**src/rtl/fetch_unit.sv**
```systemverilog
// Instruction fetch stage: owns the fetch PC, issues single-outstanding word
// reads and hands prefetched words to the control unit over valid/ready.
module fetch_unit #(
  parameter int unsigned DEPTH    = 2,
  parameter logic [15:0] RESET_PC = 16'h0000
) (
  input  logic        clk,
  input  logic        rst_n,
  input  logic        fetch_en,
  input  logic        pc_load,
  input  logic [15:0] pc_load_value,
  output logic        mem_rd,
  output logic [15:0] mem_addr,
  input  logic        mem_ack,
  input  logic [31:0] mem_rdata,
  output logic [31:0] ir,
  output logic [15:0] ir_pc,
  output logic        ir_valid,
  input  logic        ir_ready
);

  localparam int unsigned AW = 16;
  localparam int unsigned DW = 32;
  localparam int unsigned CW = 3;

  typedef enum logic [1:0] {
    IDLE = 2'd0,
    REQ  = 2'd1,
    DROP = 2'd2
  } state_t;

  state_t        state_q, state_d;
  logic [AW-1:0] fetch_pc_q, fetch_pc_d;
  logic [AW-1:0] addr_d;
  logic          rd_d;
  logic [CW-1:0] count_q, count_d, count_next, wr_idx;
  logic          pop, push, can_fetch;

  logic [DW-1:0] q_data [DEPTH];
  logic [AW-1:0] q_pc   [DEPTH];

  // Head of the shift queue is entry 0, so ir/ir_pc are plain register outputs.
  assign ir    = q_data[0];
  assign ir_pc = q_pc[0];

  // Handshake and occupancy bookkeeping; a redirect cancels push and pop.
  assign pop        = ir_valid && ir_ready;
  assign push       = (state_q == REQ) && mem_ack && !pc_load;
  assign count_next = count_q + CW'(push) - CW'(pop);
  assign can_fetch  = fetch_en && (count_next < CW'(DEPTH));
  assign wr_idx     = count_q - CW'(pop);

  // Next-state, next fetch PC and next request address.
  always_comb begin
    state_d    = state_q;
    fetch_pc_d = fetch_pc_q;
    addr_d     = mem_addr;
    count_d    = count_next;
    unique case (state_q)
      IDLE: begin
        if (pc_load) begin
          fetch_pc_d = pc_load_value;
        end else if (can_fetch) begin
          state_d = REQ;
          addr_d  = fetch_pc_q;
        end
      end
      REQ: begin
        if (pc_load) begin
          fetch_pc_d = pc_load_value;
          state_d    = mem_ack ? IDLE : DROP;
        end else if (mem_ack) begin
          fetch_pc_d = mem_addr + AW'(1);
          if (can_fetch) begin
            addr_d = mem_addr + AW'(1);
          end else begin
            state_d = IDLE;
          end
        end
      end
      DROP: begin
        if (pc_load) begin
          fetch_pc_d = pc_load_value;
          if (mem_ack) state_d = IDLE;
        end else if (mem_ack) begin
          if (fetch_en) begin
            state_d = REQ;
            addr_d  = fetch_pc_q;
          end else begin
            state_d = IDLE;
          end
        end
      end
      default: state_d = IDLE;
    endcase
    if (pc_load) count_d = '0;
    rd_d = (state_d != IDLE);
  end

  // State, PC, request outputs and occupancy registers.
  always_ff @(posedge clk or negedge rst_n) begin
    if (!rst_n) begin
      state_q    <= IDLE;
      fetch_pc_q <= RESET_PC;
      mem_rd     <= 1'b0;
      mem_addr   <= RESET_PC;
      count_q    <= '0;
      ir_valid   <= 1'b0;
    end else begin
      state_q    <= state_d;
      fetch_pc_q <= fetch_pc_d;
      mem_rd     <= rd_d;
      mem_addr   <= addr_d;
      count_q    <= count_d;
      ir_valid   <= (count_d != '0);
    end
  end

  // Prefetch queue storage: shift toward the head on pop, write at the tail on push.
  always_ff @(posedge clk or negedge rst_n) begin
    if (!rst_n) begin
      for (int i = 0; i < int'(DEPTH); i++) begin
        q_data[i] <= '0;
        q_pc[i]   <= '0;
      end
    end else if (!pc_load) begin
      for (int i = 0; i < int'(DEPTH) - 1; i++) begin
        if (pop && (CW'(i + 1) < count_q)) begin
          q_data[i] <= q_data[i+1];
          q_pc[i]   <= q_pc[i+1];
        end
      end
      for (int i = 0; i < int'(DEPTH); i++) begin
        if (push && (CW'(i) == wr_idx)) begin
          q_data[i] <= mem_rdata;
          q_pc[i]   <= mem_addr;
        end
      end
    end
  end

  // Requests are only issued with a free slot, so a push can never overflow.
  a_no_overflow: assert property (@(posedge clk) disable iff (!rst_n)
    !(push && !pop && (count_q >= CW'(DEPTH))));

endmodule
```
**config.mk**
```make
export PLATFORM = sky130hd
export DESIGN_NAME = fetch_unit
export DESIGN_NICKNAME = d
export VERILOG_FILES = /design/src/rtl/fetch_unit.sv
export SDC_FILE = /design/constraint.sdc
export NUM_CORES = 1
export LEC_CHECK = 0
export CAP_MARGIN = 20
export CORE_MARGIN = 2
export CORE_UTILIZATION = 53
export CTS_CLUSTER_DIAMETER = 120
export DETAILED_ROUTE_END_ITERATION = 10
export PLACE_DENSITY = 0.92
export SETUP_SLACK_MARGIN = 0.2
export SLEW_MARGIN = 20
export SYNTH_ARGS = -nofsm -noshare
export SYNTH_HDL_FRONTEND = slang
export SYNTH_SLANG_ARGS = --single-unit
```
**constraint.sdc**
```tcl
create_clock -name clk -period 3.86 [get_ports clk]
set_input_delay 0.579 -clock clk [delete_from_list [all_inputs] [get_ports clk]]
set_output_delay 0.579 -clock clk [all_outputs]
set_load 0.02 [all_outputs]
```
Word level (Yosys, flattened, before mapping)
Cells that the tools add are included.
{"block": "word_totals", "ramBits": 0, "register_bits": 135, "memories": 0, "latchBits": 0, "elab_cells": 79, "output_inout_bits": 66, "romBits": 0}
{"block": "op_classes", "eq_ne": 13, "magnitude_cmp": 2, "n_bitwise": 1, "n_mux": 29, "mul": 0, "reduce_logical": 20, "n_div": 0, "addsub": 4, "n_shift": 0}
{"op": "16-bit two-way mux", "count": 13}
{"op": "32-bit two-way mux", "count": 2}
{"op": "16-bit case mux with 3 select lines", "count": 1}
{"op": "16-bit case mux with 2 select lines", "count": 1}
{"op": "2-bit two-way mux", "count": 9}
{"op": "16-bit by 1-bit adder with 16-bit output (second input constant)", "count": 1}
{"op": "2-bit inequality test (second input constant)", "count": 8}
{"op": "9-bit AND reduction", "count": 1}
{"op": "1-bit logical AND", "count": 7}
{"op": "2-bit case mux with 3 select lines", "count": 1}
{"op": "2-bit nonzero test", "count": 3}
{"op": "3-bit nonzero test", "count": 2}
{"op": "3-bit by 1-bit subtractor with 3-bit output", "count": 2}
{"op": "2-bit AND reduction", "count": 2}
{"op": "3-bit by 1-bit adder with 3-bit output", "count": 1}
{"op": "1-bit by 3-bit equality test with 1-bit output (first input constant)", "count": 1}
{"op": "3-bit zero test", "count": 1}
{"op": "1-bit by 3-bit less-than comparator with 1-bit output (first input constant)", "count": 1}
{"op": "3-bit by 2-bit less-than comparator with 1-bit output (second input constant)", "count": 1}
{"op": "3-bit two-way mux", "count": 1}
{"op": "3-bit inequality test (second input constant)", "count": 1}
{"op": "3-bit AND reduction", "count": 1}
{"op": "2-bit by 1-bit equality test with 1-bit output (second input constant)", "count": 1}
{"op": "2-bit equality test (second input constant)", "count": 1}
{"op": "other kinds (6)", "count": 6}

Logic depth before layout (Yosys ltp)
Gate-level depths: netlist of the first run.
{"block": "logic_depth", "ltp_word": 12, "ltp_mapped": 14, "ltp_nobuf": 13}

Worst setup path before layout of the first run
OpenSTA, ideal clock, no wires.
{"block": "synth_path", "path_type": "input -> register", "startpoint": "input port pc_load", "endpoint": "register mem_addr[7]", "path_buffers": 3, "path_stages": 14, "path_slack_ns": 0.806, "t_arrival_ns": 2.916, "setup_ns": 0.137, "path_cell_list": "nor2b_1 -> buf_2 -> nand2_4 -> ha_1 -> inv_1 -> ha_1 -> inv_1 -> fa_1 -> xor2_1 -> o31ai_1 -> and3b_1 -> clkbuf_1 -> clkbuf_1 -> a21oi_1"}
{"block": "synth_between", "elab_chain_len": 8, "word_cells_on_any_way": 12, "classes_between": "add/sub (2); order compare (1); eq/ne (5); reduce/logical (4)"}
{"element": "start: declaration", "line": "10", "rtl": "input logic pc_load,"}
{"element": "1-bit zero test"}
{"element": "1-bit logical AND", "line": "48", "rtl": "assign push = (state_q == REQ) && mem_ack && !pc_load;"}
{"element": "3-bit by 1-bit adder with 3-bit output", "line": "49", "rtl": "assign count_next = count_q + CW'(push) - CW'(pop);"}
{"element": "3-bit by 1-bit subtractor with 3-bit output", "line": "49"}
{"element": "3-bit by 2-bit less-than comparator with 1-bit output", "line": "50", "rtl": "assign can_fetch = fetch_en && (count_next < CW'(DEPTH));"}
{"element": "1-bit logical AND", "line": "50"}
{"element": "2-bit inequality test (no line)"}
{"element": "9-bit AND reduction (no line) (*)"}
{"element": "end signal: assignment", "line": "113", "rtl": "mem_addr <= addr_d;"}
{"element": "end: declaration", "line": "13", "rtl": "output logic [15:0] mem_addr,"}
Mark *: on every way between the ends. The rest lies on a longest branch, timed or not.
A chain may end at the register's enable or synchronous reset.

Worst setup path in the final report of the first run
{"block": "layout_path", "startpoint": "input port pc_load", "endpoint": "register mem_addr[15]"}
Same word-level chain as after synthesis.

==> results of run 1 <==
power by group:
part | leakage, nW | switching, W | internal (W)
clock | 0.278 | 0.000541 | 0.00100
sequential | 1.74 | 0.000517 | 0.00198
combinational | 1.56 | 0.00141 | 0.00133
worst paths after layout:
check / from / depth (start not counted) / slack (ns) / end
max: pc_load / 14 / 0.42 / mem_addr[15]$_DFFE_PN0P_
min: rst_n / 1 / 0.30 / ir[20]$_DFFE_PN0P_
max reg2reg: state_q[0]$_DFF_PN0_ / 12 / 0.49 / mem_addr[15]$_DFFE_PN0P_
min reg2reg: fetch_pc_q[3]$_DFFE_PN0P_ / 2 / 0.49 / fetch_pc_q[3]$_DFFE_PN0P_
max in group asynchronous: rst_n / 2 / 2.65 / ir_pc[4]$_DFFE_PN0P_
min in group clk: fetch_pc_q[3]$_DFFE_PN0P_ / 2 / 0.49 / fetch_pc_q[3]$_DFFE_PN0P_
through the flow:
step                      cell area [um2]  cells  hold WS, ns  total power [W]  setup slack, ns
after floorplan                      6690    626        0.283          0.00439            0.806
after detailed placement             7610    838        0.481          0.00523           0.0357
after global routing                 8170    866        0.348          0.00717            0.231
after global placement               7610    838        0.456          0.00505            0.255
final                                8170    866        0.295          0.00678            0.422
after CTS                            8170    866        0.322          0.00679            0.454
layer usage:
layer	vias to the layer above	global-route usage, %	share of wire [%]
met3	53	6.38	6.7
met5	-	0	0
met2	236	39.1	49
li1	2241	-	-
met4	0	10.2	2.6
met1	2346	29.0	42
registers in the layout, summed over array words and instances, names as in the netlist:
| register | count |
|---|---|
| count_q | 3 |
| fetch_pc_q | 16 |
| ir | 32 |
| ir_pc | 16 |
| ir_valid | 1 |
| mem_addr | 16 |
| mem_rd | 1 |
| q_data | 32 |
| q_pc | 16 |
| state_q | 2 |
layout by cell type (no fill, tap or decap), types with 8 or more instances in the layout:
cell and instances:
a21oi_1 66, a2bb2oi_1 9, buf_4 14, clkbuf_16 17, clkdlybuf4s50_1 118, dfrtp_1 135
mux2_1 10, mux2_2 38, mux2i_1 50, nand2_1 36, nand3_1 13, nor2_1 69
o211ai_1 8, o21ai_0 16, o22ai_1 9, xnor2_1 8, xor2_1 8
final cells by class:
| class | instances | area (um2) | share of cell area, % |
|---|---|---|---|
| well taps | 172 | 215 | 2.63 |
| inverters | 6 | 22.5 | 0.276 |
| repair buffers | 133 | 1310 | 16.0 |
| multi-input cells | 392 | 2690 | 32.9 |
| clock inverters | 4 | 70.1 | 0.858 |
| flip-flops and latches | 135 | 3380 | 41.4 |
| clock buffers | 24 | 492 | 6.02 |
critical path, delay by kind of cell:
family | cells | cell delay [ns]
AO/OA/AOI/OAI | 5 | 0.88
AND/OR/NAND/NOR | 2 | 0.55
adder cells (fa/ha/maj) | 3 | 0.83
XOR/XNOR | 1 | 0.20
buffers and inverters | 3 | 0.68
logic make-up (layout without fill, tap and decap cells):
group | Yosys count | count (layout) | share of synthesized area, %
AOI/OAI and AO/OA | 122 | 122 | 10.8
xor gates and xnor gates | 16 | 16 | 2.10
adders and majority gates | 7 | 7 | 1.42
buffers and inverters | 99 | 167 | 9.45
DFF | 135 | 135 | 50.5
muxes | 98 | 98 | 15.6
and+or+nand+nor | 149 | 149 | 10.1
==> results.sh, run 1 <==
export IMPL_antenna_left=0
export IMPL_grt_max_degree=97
export IMPL_antenna_found_initial=0
export IMPL_viasPerCell=5.63
export IMPL_clkSinkCount=135
export IMPL_die_h_um=116
export IMPL_slew_violations=0
export IMPL_first_global_vias=5023
export IMPL_cts_hold_buf=0
export IMPL_grt_overflow_total=0
export IMPL_cts_inserted_buffers=17
export IMPL_postSynth_asyncResetShare_pct=100
export IMPL_path_clk_slew_ns=0.05
export IMPL_synthTopCellsByCount="dfrtp_1 (135), nor2_1 (69), a21oi_1 (66)"
export IMPL_yosysSeqAreaShare_pct=50.5
export IMPL_wire_per_inst_um=17.5
export IMPL_synth_seq_cells=135
export IMPL_drc=0
export IMPL_cts_buffer_depth=2
export IMPL_first_pass_iters=5
export IMPL_core_area_mm2=0.0125
export IMPL_nFillCells=953
export IMPL_crit_path_cell_trace="clkdlybuf4s50_1 -> a21oi_2 -> a21oi_4 -> nand2_4 -> ha_1 -> inv_1 -> ha_1 -> inv_1 -> fa_1 -> xor2_1 -> o31ai_1 -> and3b_1 -> o21ai_0 -> o2bb2ai_1"
export IMPL_maxSlewHeadroom_pct=35.6
export IMPL_first_iter_violations=436
export IMPL_rsz0062_at_grt="false"
export IMPL_p_leak_nw=3.57
export IMPL_syn_inst=626
export IMPL_cts_max_level=4
export IMPL_setup_violations=0
export IMPL_maxCapViolCount=0
export IMPL_num_rows=41
export IMPL_clock_insertion_delay_worst_skew_ns=0.41
export IMPL_irDropWorstVdd_uv=412
export IMPL_finalSetupTns_ns=0
export IMPL_netlist_area_mm2=0.00669
export IMPL_pwr_density_cell_mw_per_mm2=830
export IMPL_synth_top_cell_by_area="dfrtp_1"
export IMPL_grt_pass1_wl_um=24600
export IMPL_syn_nets=687
export IMPL_ctsResizeCount=0
export IMPL_worst_pin_slew_ns=0.966
export IMPL_drive_above_1_share_pct=12.4
export IMPL_max_freq_mhz=291
export IMPL_crit_slowest_cell="clkdlybuf4s50_1"
export IMPL_vias=4876
export IMPL_grtUsageTotal_pct=23.5
export IMPL_die_w_um=116
export IMPL_final_util_pct=65.5
export IMPL_netlist_top_cells_area="dfrtp_1 (51%), mux2i_1 (7.5%), mux2_2 (6.4%)"
export IMPL_wl_um=15100
export IMPL_post_route_period_util_pct=89.1
export IMPL_synth_edf_count=0
export IMPL_cts_root_buf="clkbuf_16"
export IMPL_yosys_area_top_type_share_pct=50.5
export IMPL_slowest_delay_ns=0.56
export IMPL_port_buffers=119
export IMPL_post_cts_repair_setup_buffers=0
export IMPL_insertedDiodeCount=0
export IMPL_synth_ff_type="dfrtp_1"
export IMPL_num_nets_final=746
export IMPL_io_pins=120
export IMPL_die_area_mm2=0.0135
export IMPL_path_max_fanout=9
export IMPL_hpwl_um=10100
export IMPL_setup_worst_path_class="in2reg"
export IMPL_fin_crit_ns=3.44
export IMPL_netlist_cell_type_count=49
export IMPL_crit_arrival_ns=3.72
export IMPL_post_synth_top_count_cell="dfrtp_1"
export IMPL_cp_data_required_time_ns=4.15
export IMPL_ys_warn_count=0
export IMPL_worstSetupStartpointType="input pin"
export IMPL_start_util_pct=53.6
export IMPL_clock_skew_ns=0.00769
export IMPL_hold_class="in2async"
export IMPL_outcome="finished clean"
export IMPL_synth_avg_cell_area_um2=10.7
export IMPL_cts_tree="done"
export IMPL_area_delta_synth_final_pct=22.2
export IMPL_place_congestion=0.912
export IMPL_finalHoldViolCount=0
export IMPL_endpoint_kind="flop"
Power figures use the tool's default switching activity.
==> run 2: changes to the inputs <==
--- a/config.mk
+++ b/config.mk
@@ -16,3 +16,4 @@
 export SYNTH_ARGS = -nofsm -noshare
 export SYNTH_HDL_FRONTEND = slang
 export SYNTH_SLANG_ARGS = --single-unit
+export TNS_END_PERCENT = 20
==> results of run 2 <==
Same layout as run 1: the final DEF is identical, and so are final timing and power.
==> run 3: changes to the inputs <==
--- a/config.mk
+++ b/config.mk
@@ -10,6 +10,7 @@
 export CORE_UTILIZATION = 53
 export CTS_CLUSTER_DIAMETER = 120
 export DETAILED_ROUTE_END_ITERATION = 10
+export GPL_TIMING_DRIVEN = 0
 export PLACE_DENSITY = 0.92
 export SETUP_SLACK_MARGIN = 0.2
 export SLEW_MARGIN = 20
==> results.sh, run 3 (synthesis gave the netlist of run 1 again) <==
export IMPL_fin_crit_ns=3.47
export IMPL_irDropWorstVdd_uv=380
export IMPL_grt_pass1_wl_um=26600
export IMPL_grt_max_degree=97
export IMPL_grt_overflow_total=0
export IMPL_clock_insertion_delay_worst_skew_ns=0.43
export IMPL_core_area_mm2=0.0125
export IMPL_grtUsageTotal_pct=25.9
export IMPL_outcome="finished clean"
export IMPL_antenna_left=0
export IMPL_fin_area_mm2=0.00870
export IMPL_cts_root_buf="clkbuf_16"
export IMPL_regToRegSetupSlack_ns=0.65
export IMPL_reg2reg_depth=14
export IMPL_port_buffers=119
export IMPL_die_w_um=116
export IMPL_r2r_end="mem_addr[13]$_DFFE_PN0P_"
export IMPL_cts_max_level=4
export IMPL_wl_um=16700
export IMPL_clock_skew_ns=0.00639
export IMPL_insertedDiodeCount=0
export IMPL_first_global_vias=5465
export IMPL_endpoint="mem_addr[13]$_DFFE_PN0P_"
export IMPL_final_common_cell="dfrtp_1"
export IMPL_path_clk_slew_ns=0.05
export IMPL_slew_violations=0
export IMPL_clkSinkCount=135
export IMPL_vias=5250
export IMPL_num_nets_final=827
export IMPL_die_area_mm2=0.0135
export IMPL_p_leak_nw=3.88
export IMPL_place_congestion=0.942
export IMPL_hpwl_um=11600
export IMPL_setup_worst_path_class="in2reg"
export IMPL_viasPerCell=5.53
export IMPL_first_pass_iters=5
export IMPL_crit_arrival_ns=3.80
export IMPL_io_pins=120
export IMPL_rsz0062_at_grt="false"
export IMPL_r2r_start="state_q[0]$_DFF_PN0_"
export IMPL_setup_violations=0
export IMPL_area_delta_synth_final_pct=30.1
export IMPL_maxSlewHeadroom_pct=49.4
export IMPL_slowest_delay_ns=0.60
export IMPL_first_iter_violations=506
export IMPL_worst_pin_slew_ns=0.759
export IMPL_maxCapViolCount=0
export IMPL_start_util_pct=53.6
export IMPL_cts_buffer_depth=2
export IMPL_die_h_um=116
export IMPL_finalHoldViolCount=0
export IMPL_max_freq_mhz=289
export IMPL_endpoint_kind="flop"
export IMPL_worst_path_stages=15
export IMPL_final_cell_mix="dfrtp_1 (135), clkdlybuf4s50_1 (118), nor2_1 (69), a21oi_1 (66), buf_4 (51)"
export IMPL_pwr_density_cell_mw_per_mm2=830
export IMPL_placed_area_mm2=0.00812
export IMPL_hold_class="in2async"
export IMPL_post_route_period_util_pct=89.8
export IMPL_drive_above_1_share_pct=17.9
export IMPL_critical_path_startpoint="mem_ack"
export IMPL_path_max_fanout=10
export IMPL_cts_inserted_buffers=17
export IMPL_wire_per_inst_um=17.6
export IMPL_cts_tree="done"
export IMPL_critPathTopFamily="compound AO/OA/AOI/OAI gates"
export IMPL_antenna_found_initial=0
export IMPL_cp_data_required_time_ns=4.19
export IMPL_crit_buf_inv=4
export IMPL_worstSetupStartpointType="input pin"
export IMPL_num_rows=41
export IMPL_drc=0
export IMPL_crit_path_cell_trace="clkdlybuf4s50_1 -> a21oi_2 -> a21oi_4 -> nand2_4 -> ha_1 -> inv_1 -> ha_1 -> inv_1 -> fa_1 -> xor2_1 -> o31ai_2 -> nand3b_1 -> buf_2 -> a21oi_1 -> a2bb2oi_1"
export IMPL_final_util_pct=69.8
export IMPL_crit_slowest_cell="clkdlybuf4s50_1"
run 3: changes by cell type in the layout (fill, tap and decap cells not counted), sizes merged:
| cell | change |
|---|---|
| buf | +52 |
| bufinv | -1 |
| clkbuf | +32 |
run 3: power breakdown:
group / switching (W) / internal [W] / leakage (nW)
clock: 0.000557 / 0.000961 / 0.273
combinational: 0.00162 / 0.00167 / 1.87
sequential: 0.000430 / 0.00198 / 1.74
run 3: worst register-to-register path: cells and delay by family (launching register included):
family / cells / cell delay, ns
compound gates: 4 / 0.87
fa+ha+maj: 3 / 0.79
buf+inv: 4 / 0.53
flops: 1 / 0.40
simple gates: 2 / 0.32
xor+xnor: 1 / 0.20
run 3: area by class of cell:
type | count | area, um2
timing repair buffer | 121 | 1230
tap | 172 | 215
fill | 895 | 3770
clock buffer | 27 | 513
buffer | 93 | 616
sequential | 135 | 3380
inverter | 6 | 22.5
clock inverter | 3 | 40.0
multi-input combinational | 392 | 2680
run 3: how the worst min path moves through the flow:
stage               slack, ns                       from  cells after the start                        end
detailed placement       0.47  fetch_pc_q[3]$_DFFE_PN0P_                      2  fetch_pc_q[3]$_DFFE_PN0P_
CTS                      0.04                      rst_n                      1     q_data[22]$_DFFE_PN0P_
finish                   0.03                      rst_n                      1     q_data[22]$_DFFE_PN0P_
global placement         0.46  fetch_pc_q[3]$_DFFE_PN0P_                      2  fetch_pc_q[3]$_DFFE_PN0P_
floorplan                0.28                      rst_n                      0       count_q[0]$_DFF_PN0_
global route             0.05                      rst_n                      1         ir[22]$_DFFE_PN0P_
run 3: per-stage QoR:
| stage | setup slack (ns) | hold WS (ns) | std cells | power (W) | TNS (ns) |
|---|---|---|---|---|---|
| floorplan | 0.806 | 0.283 | 626 | 0.00439 | 0 |
| global placement | -2.75 | 0.456 | 917 | 0.00546 | -373.08 |
| detailed placement | -0.446 | 0.467 | 918 | 0.00563 | -5.30 |
| CTS | 0.204 | 0.0353 | 949 | 0.00720 | 0 |
| global route | 0.239 | 0.0472 | 949 | 0.00763 | 0 |
| finish | 0.394 | 0.0259 | 949 | 0.00722 | 0 |
run 3: layer usage:
layer	track usage, %	vias up	share of wire, %
li1	-	2404	-
met1	31.2	2570	39
met2	44.7	229	51
met3	5.60	47	6.9
met4	11.7	0	2.6
met5	0	-	0
run 3: what timing repair did:
action                                  CTS  global route
hold endpoints to repair                  0             0
pin swaps                                 1             0
buffers inserted                          1             0
gates cloned                              0             0
gates resized for setup                   1             8
hold buffers                              0             0
endpoints found under the setup margin   12            14
